**src/rtl/prio_req_pkg.sv**
```systemverilog
// prio_req_pkg: shared sizing helpers and types for the pending-request encoder.
// No ports. Optional build macro used by the slice: ROUND_ROBIN_EN.
package prio_req_pkg;

  localparam int MAX_N = 64;

  // Widest one-hot request vector the encoder can be built for.
  typedef logic [MAX_N-1:0] onehot_t;

  function automatic int idx_w(input int n);
    return (n < 2) ? 1 : $clog2(n);
  endfunction

endpackage

```
**src/rtl/prio_req_encoder_ffs.sv**
```systemverilog
// prio_ffs: combinational find-highest-set over an N-bit vector.
// Ports: vec (in, N), idx (out, IDX_W) highest set index, any (out) vec != 0.
module prio_ffs
  import prio_req_pkg::*;
#(
  parameter int N     = 8,
  parameter int IDX_W = idx_w(N)
) (
  input  logic [N-1:0]     vec,
  output logic [IDX_W-1:0] idx,
  output logic             any
);

  // Ascending scan: the last hit is the highest set bit.
  always_comb begin
    idx = '0;
    any = 1'b0;
    for (int i = 0; i < N; i++) begin
      if (vec[i]) begin
        idx = IDX_W'(i);
        any = 1'b1;
      end
    end
  end

endmodule

```
**src/rtl/prio_req_encoder.sv**
```systemverilog
// prio_req_encoder: sticky pending requests, granted one index per cycle
// on a valid/ready port. Fixed priority (highest index first) by default;
// define ROUND_ROBIN_EN for rotating priority with a last_idx register.
// Ports: clk, rst (sync, active-high), en_n (0=run, 1=freeze),
//   req[N] pulses in, out_valid/out_ready/out_idx handshake,
//   pend[N] status, req_dup pulse for a req hitting a pending bit.
module prio_req_encoder
  import prio_req_pkg::*;
#(
  parameter int N     = 8,
  parameter int IDX_W = idx_w(N)
) (
  input  logic             clk,
  input  logic             rst,
  input  logic             en_n,
  input  logic [N-1:0]     req,
  output logic             out_valid,
  input  logic             out_ready,
  output logic [IDX_W-1:0] out_idx,
  output logic [N-1:0]     pend,
  output logic             req_dup
);

  logic             slot_free;
  logic             load;
  logic             ffs_any;
  logic [IDX_W-1:0] ffs_idx;
  logic [IDX_W-1:0] sel_idx;
  logic [N-1:0]     search_vec;
  logic [N-1:0]     load_mask;
  logic [N-1:0]     pend_nxt;

`ifdef ROUND_ROBIN_EN
  logic [IDX_W-1:0] last_idx;
  logic [IDX_W:0]   unrot;

  // Rotate right by last_idx: bit last_idx lands at 0 (lowest
  // priority) and bit last_idx-1 lands at N-1 (highest).
  always_comb begin
    search_vec = (pend >> last_idx)
               | (pend << (N - int'(last_idx)));
  end

  // Undo the rotation: index = (ffs_idx + last_idx) mod N.
  always_comb begin
    unrot = {1'b0, ffs_idx} + {1'b0, last_idx};
    if (unrot >= (IDX_W+1)'(N)) begin
      unrot = unrot - (IDX_W+1)'(N);
    end
    sel_idx = unrot[IDX_W-1:0];
  end

  always_ff @(posedge clk) begin
    if (rst) begin
      last_idx <= IDX_W'(N - 1);
    end else if (load) begin
      last_idx <= sel_idx;
    end
  end
`else
  assign search_vec = pend;
  assign sel_idx    = ffs_idx;
`endif

  prio_ffs #(
    .N     (N),
    .IDX_W (IDX_W)
  ) u_ffs (
    .vec (search_vec),
    .idx (ffs_idx),
    .any (ffs_any)
  );

  assign slot_free = !out_valid | out_ready;
  assign load      = !en_n & slot_free & ffs_any;

  assign load_mask = load ? ({{(N-1){1'b0}}, 1'b1} << sel_idx)
                          : '0;

  // OR-ing req after the clear lets a same-cycle set win.
  assign pend_nxt  = en_n ? pend
                          : ((pend & ~load_mask) | req);

  always_ff @(posedge clk) begin
    if (rst) begin
      pend      <= '0;
      out_valid <= 1'b0;
      out_idx   <= '0;
      req_dup   <= 1'b0;
    end else begin
      pend    <= pend_nxt;
      req_dup <= !en_n & (|(req & pend & ~load_mask));
      if (load) begin
        out_valid <= 1'b1;
        out_idx   <= sel_idx;
      end else if (slot_free) begin
        out_valid <= 1'b0;
      end
    end
  end

endmodule

```
**config.mk**
```make
export PLATFORM = sky130hd
export DESIGN_NAME = prio_req_encoder
export DESIGN_NICKNAME = d
export VERILOG_FILES = /design/src/rtl/prio_req_pkg.sv /design/src/rtl/prio_req_encoder_ffs.sv /design/src/rtl/prio_req_encoder.sv
export SDC_FILE = /design/constraint.sdc
export NUM_CORES = 1
export LEC_CHECK = 0
export CORE_AREA = 2 2 47 49
export CTS_BUF_LIST = sky130_fd_sc_hd__clkbuf_4 sky130_fd_sc_hd__clkbuf_8
export DETAILED_ROUTE_END_ITERATION = 10
export DIE_AREA = 0 0 49 51
export HOLD_SLACK_MARGIN = 0.06
export PLACE_DENSITY = 0.79
export SLEW_MARGIN = 10
export SYNTH_ARGS = -nofsm -noshare
export SYNTH_HDL_FRONTEND = slang
export SYNTH_HIERARCHICAL = 1
export SYNTH_SLANG_ARGS = --single-unit
```
**constraint.sdc**
```tcl
create_clock -name clk -period 1.7 [get_ports clk]
set_clock_uncertainty 0.15 [all_clocks]
set_input_delay 0.34 -clock clk [delete_from_list [all_inputs] [get_ports clk]]
set_output_delay 0.34 -clock clk [all_outputs]
set_load 0.1 [all_outputs]
```
Yosys cells after proc, flatten, opt, wreduce, memory -nomap -nowiden. Index checks and enable logic that the tools add are counted. Widths: inputs -> output; s select.

Register bits after elaboration: 13. Bits of input ports: 12. Output and inout port bits: 13. Word-level logic and storage cells: 36.

Shift-type cells: 1. Multiplexer cells: 18. Bitwise gates (word level): 9. Reduce and logical (&&, ||, !) cells: 4.

Operators by type and width (number): $and 8x8->8 (3); $mux 3 (4); $mux 1 (11); $mux 8 (1); $not 8->8 (1); $or 8x8->8 (1); $reduce_or 8->1 (1); $shl 1x3->8 const A (1); $mux 2 (2); $and 1x1->1 (3); $logic_not 1->1 (2); $reduce_bool 2->1 (1); $or 1x1->1 (1).

Longest topological paths before layout.
Depth after elaboration: 14. Mapped depth: 9. Mapped depth without buffers: 8.

By module. Netlist, hierarchy kept.

By module, submodules not included: prio_req_encoder (times used 1, cells an instance 80, area each 734.5 sq um); prio_ffs (times used 1, cells an instance 12, area each 57.6 sq um).

Least setup slack after synthesis. No wires, ideal clock.

Kind: flip-flop to flip-flop. Start point: register pend[2]. End point: register req_dup. Arrival: 2.166 ns. Required time: 1.415 ns. Path slack: -0.751 ns. Stages on the path, launching flop included: 10. Path buffers: 1. Path through: dfxtp_1 clkinv_1 a21oi_1 o31ai_1 buf_6 nand2b_4 a21oi_2 o21bai_4 a2bb2oi_2 a311oi_2.

Word-level cells in the longest chain between the ends: 12.

RTL lines: start, declared (RTL line prio_req_encoder.sv:20) `output logic [N-1:0] pend,`; start signal, assigned (RTL line prio_req_encoder.sv:91) `pend <= pend_nxt;`; $mux 2 (2 in a row) (RTL line prio_req_encoder_ffs.sv:19) `if (vec[i]) begin`; $mux 3 (4 in a row) (RTL line prio_req_encoder_ffs.sv:19); via ffs_idx[0] (RTL line prio_req_encoder.sv:27) `logic [IDX_W-1:0] ffs_idx;`; $shl 1x3->8 (RTL line prio_req_encoder.sv:77) `assign load_mask = load ? ({{(N-1){1'b0}}, 1'b1} << sel_idx)`; $mux 8 (RTL line prio_req_encoder.sv:77); $not 8->8 (RTL line prio_req_encoder.sv:92) `req_dup <= !en_n & (|(req & pend & ~load_mask));`; $and 8x8->8 (RTL line prio_req_encoder.sv:92); $reduce_or 8->1 (RTL line prio_req_encoder.sv:92); $and 1x1->1 (RTL line prio_req_encoder.sv:92); end signal, assigned (RTL line prio_req_encoder.sv:92); end, declared (RTL line prio_req_encoder.sv:21) `output logic req_dup`.

The timed path passes the listed nets, and every way through them passes these cells. A chain may end at the register's enable or synchronous reset.

Final worst setup path.
Start point: register pend[6]. End point: register req_dup.

Word-level cells in the longest chain between the ends: 8.

RTL lines (RTL line): $mux 3 (2 in a row) (prio_req_encoder_ffs.sv:19); via ffs_idx[0] (prio_req_encoder.sv:27); $shl 1x3->8 (prio_req_encoder.sv:77); $mux 8 (prio_req_encoder.sv:77); $not 8->8 (prio_req_encoder.sv:92); $and 8x8->8 (prio_req_encoder.sv:92); $reduce_or 8->1 (prio_req_encoder.sv:92); $and 1x1->1 (prio_req_encoder.sv:92).

The timed path passes the listed nets, and every way through them passes these cells.

==> results.md <==
* Result of the run: finished, violations left
* Violated checks: negative setup slack
* Most used standard cells in the synthesized netlist: dfxtp_1, a21oi_1, nand2_1, nand2b_1, o21ai_0
* Largest area contributor in the synthesized netlist: dfxtp_1
* Leading cell types by total area after synthesis: dfxtp_1, a21oi_1, nand2b_1, nand2b_4, o21ai_0
* Type of the worst min-delay path: reg2reg
* Worst slew pin tran at 0.324 ns
* Worst-case vdd ir drop at roughly 0.68 mV
* Async S/R FF share, synth at 0%
* Data arrival time at the worst-slack endpoint at ~1.8 ns
* Ratio of routed vias to standard cells at 5.33
* Total number of placement rows at 17
* Final design area excluding fillers at 0.00150 mm²
* Global-route wire length before repair at about 3800 µm
* Iteration-0 DRC Markers at 15
* Flip-flop cell with the highest count after synthesis: dfxtp_1
* HPWL reported at the end of detailed placement at between 1500 and 2000 µm
* Worst reg2reg startpoint: pend[6]
* Endpoint class of the critical path: flip-flop
* Router iterations before antenna repair at 4
* Overall via count from detail_route at between 900 and 1000
* Initial antenna violation count at 0
* DRT antenna net count at 0
* Aggregate global routing overflow at 0
* Library cell with the highest instance count after synthesis: dfxtp_1
* CTS Hold Bufs at 0
* Biggest fanout along the worst timing path at 7
* Met3 track demand over resource in global routing at 4.09%
* CTS Buffer Depth at 2
* Met2 demand-to-capacity share in global routing at 35.2%
* Reg2reg path depth at 8
* Number of buffer cells added on primary ports at 24
* X dimension of the die at 49 µm
* Per-cell routed wire length at 14.7 µm
* Tot GR Track Use at 20.5%
* Post-DP Area at approximately 0.0014 mm²
* Final Cycle Share at 101%
* Final-report setup violation count at 3
* Flop-to-flop setup slack at -0.03 ns
* Largest net degree at the start of global routing at 11
* Fraction of layout cells with a size suffix above 1 at 54.6%
* Latest clock arrival within the worst-skew pair at about 0.28 ns
* Met1 Resource Use GR at 22.8%
* Unique cell type count in the Yosys netlist at 29
* Count of nets after finishing at between 150 and 200
* Area taken by multi-input logic gates at 563 µm²
* Maximum Capacitance Violations at 0
* Yosys reg bits at 13
* GRT busiest layer: met2
* Number of flops mapped to enable cells by yosys at 0
* Reg area at between 200 and 300 µm²
* Post-layout worst setup margin at -0.0253 ns
* Last weighted congestion value of the routability-driven placer at ~0.87
* Post-place setup slack at -0.171 ns
* Area added between synthesis and finish at 89.1%
* Vertical die dimension at between 50 and 60 µm
* Area of the die at ~0.0025 mm²
* Setup repair after global routing missed its margin: true
* Post-Syn Area per Cell at 8.61 µm²
* Final Instance Count excl. Fillers at ~170
* Core ar. at between 0.002 and 0.0025 mm²
* Clock transition at the registers of the reported paths at about 0.080 ns
* Hold_sp: pend[0]
* Yosys warnings at 6
* Number of levels in the clock H-tree at 1
* Via count of the first global-routing pass at 867
* Element type at the critical path start: flip-flop
* Sequential area share after synthesis at ~33%
* Max-slew violation count at 0
* Top cell type's share of synthesized area at 32.9%
* Setup CP Type: reg2reg
* Boundary pin count at 25
* Placed Cells incl. Taps at 160
* Syn_nets at between 100 and 150
* Final Hold Fails at 0
* Leak pwr at 0.604 nW
* Min Clock Period, post-route at about 1.7 ns
* Required time worst endpoint at between 1.5 and 2 ns
* Starting Density at 38.4%
* DRC violation count after routing at 0
* Combined area of all synthesized cells at just under 800 µm²
* Number of antenna cells inserted at 0
* Critical Path Sink: req_dup
* CP Launch Point: pend[6]
* Synthesized instance count at between 90 and 100
* PwrDens at roughly 830 mW/mm²
* Total Routed Length at 2490 µm
* Destination of the worst register-to-register timing path: req_dup
* Number of clock sinks seen by CTS at 13
* Number of fill cells at 142
* Clock tree from TritonCTS: yes
* Number of CTS-inserted buffers at 3
* Achievable frequency at between 500 and 600 MHz
* Tightest slew margin relative to the limit at around four fifths
* Cell chosen for the clock root: clkbuf_4
[area by class of cell]
| type | instances | area share, % |
|---|---|---|
| clock buffer | 4 | 2.01 |
| inverter | 2 | 0.585 |
| multi-input combinational | 73 | 37.6 |
| sequential | 13 | 19.5 |
| tap | 28 | 2.34 |
| timing repair buffer | 49 | 38.0 |
[worst max-delay path: stages (launching register included)]
cell	delay, ns
dfxtp_4	0.37
buf_4	0.13
o31ai_2	0.22
buf_4	0.22
nand2b_4	0.17
a21oi_4	0.04
o21bai_4	0.11
a2bb2oi_2	0.07
a311oi_2	0.17
[cell families (layout without fill, tap and decap cells)]
| kind of cell | Yosys count | count (layout) | share of synthesized area [%] |
|---|---|---|---|
| buffers and inverters | 6 | 55 | 4.74 |
| AO/OA/AOI/OAI | 35 | 35 | 32.4 |
| AND/OR/NAND/NOR | 36 | 36 | 27.5 |
| flip-flops | 13 | 13 | 32.9 |
| multiplexers | 2 | 2 | 2.53 |
[flip-flops by register name, indices dropped and copies added, names as in the netlist]
register and cells:
req_dup 1, out_valid 1, pend 8, out_idx 3
[placed cells by master (no fill, tap or decap), types with 2 or more instances in the layout]
cell type,instances
buf_12,13
nand2_1,8
buf_6,3
nand2b_1,8
dfxtp_1,4
buf_4,22
a21oi_1,10
o31ai_2,5
a21oi_2,2
a21oi_4,2
nor2_1,4
dfxtp_4,8
mux2i_1,2
o21ai_0,7
clkdlybuf4s50_1,11
clkbuf_4,4
nand2b_4,3
nand2_2,2
nand3_1,2
[how the worst min path moves through the flow]
stage / to / slack [ns] / cells after the start
finish: pend[0] / 0.37 / 2
global route: pend[0] / 0.39 / 2
CTS: out_valid / 0.38 / 2
detailed placement: out_idx[2] / 0.34 / 2
global placement: out_idx[2] / 0.36 / 2
floorplan: pend[3] / 0.25 / 1
[routing by layer]
metal / wire [µm] / part of all wire (%)
met4: 67 / 2.7
met3: 108 / 4.3
met5: 0 / 0
met1: 1060 / 42
met2: 1260 / 51
[through the flow]
step	power (mW)	hold WS, ns	TNS [ns]	util, %
floorplan	0.739	0.249	-0.137	-
global placement	0.968	0.358	-0.311	67.1
detailed placement	0.978	0.343	-0.673	67.1
CTS	1.20	0.383	-0.000195	69.6
global route	1.28	0.390	-0.269	72.6
finish	1.24	0.374	-0.0591	72.6
[what timing repair did]
action	4_1_cts	5_1_grt
pin swaps	2	1
setup buffers	1	4
setup endpoints to repair	3	8
gates resized for setup	4	8
[power breakdown]
group	switching (mW)	total (mW)	leakage, nW	internal (mW)
Combinational	0.377	0.662	0.473	0.286
Clock	0.103	0.210	0.0184	0.107
Sequential	0.0375	0.366	0.113	0.328
Total	0.517	1.24	0.604	0.721
Note: power is estimated with default switching activity, not from simulation.
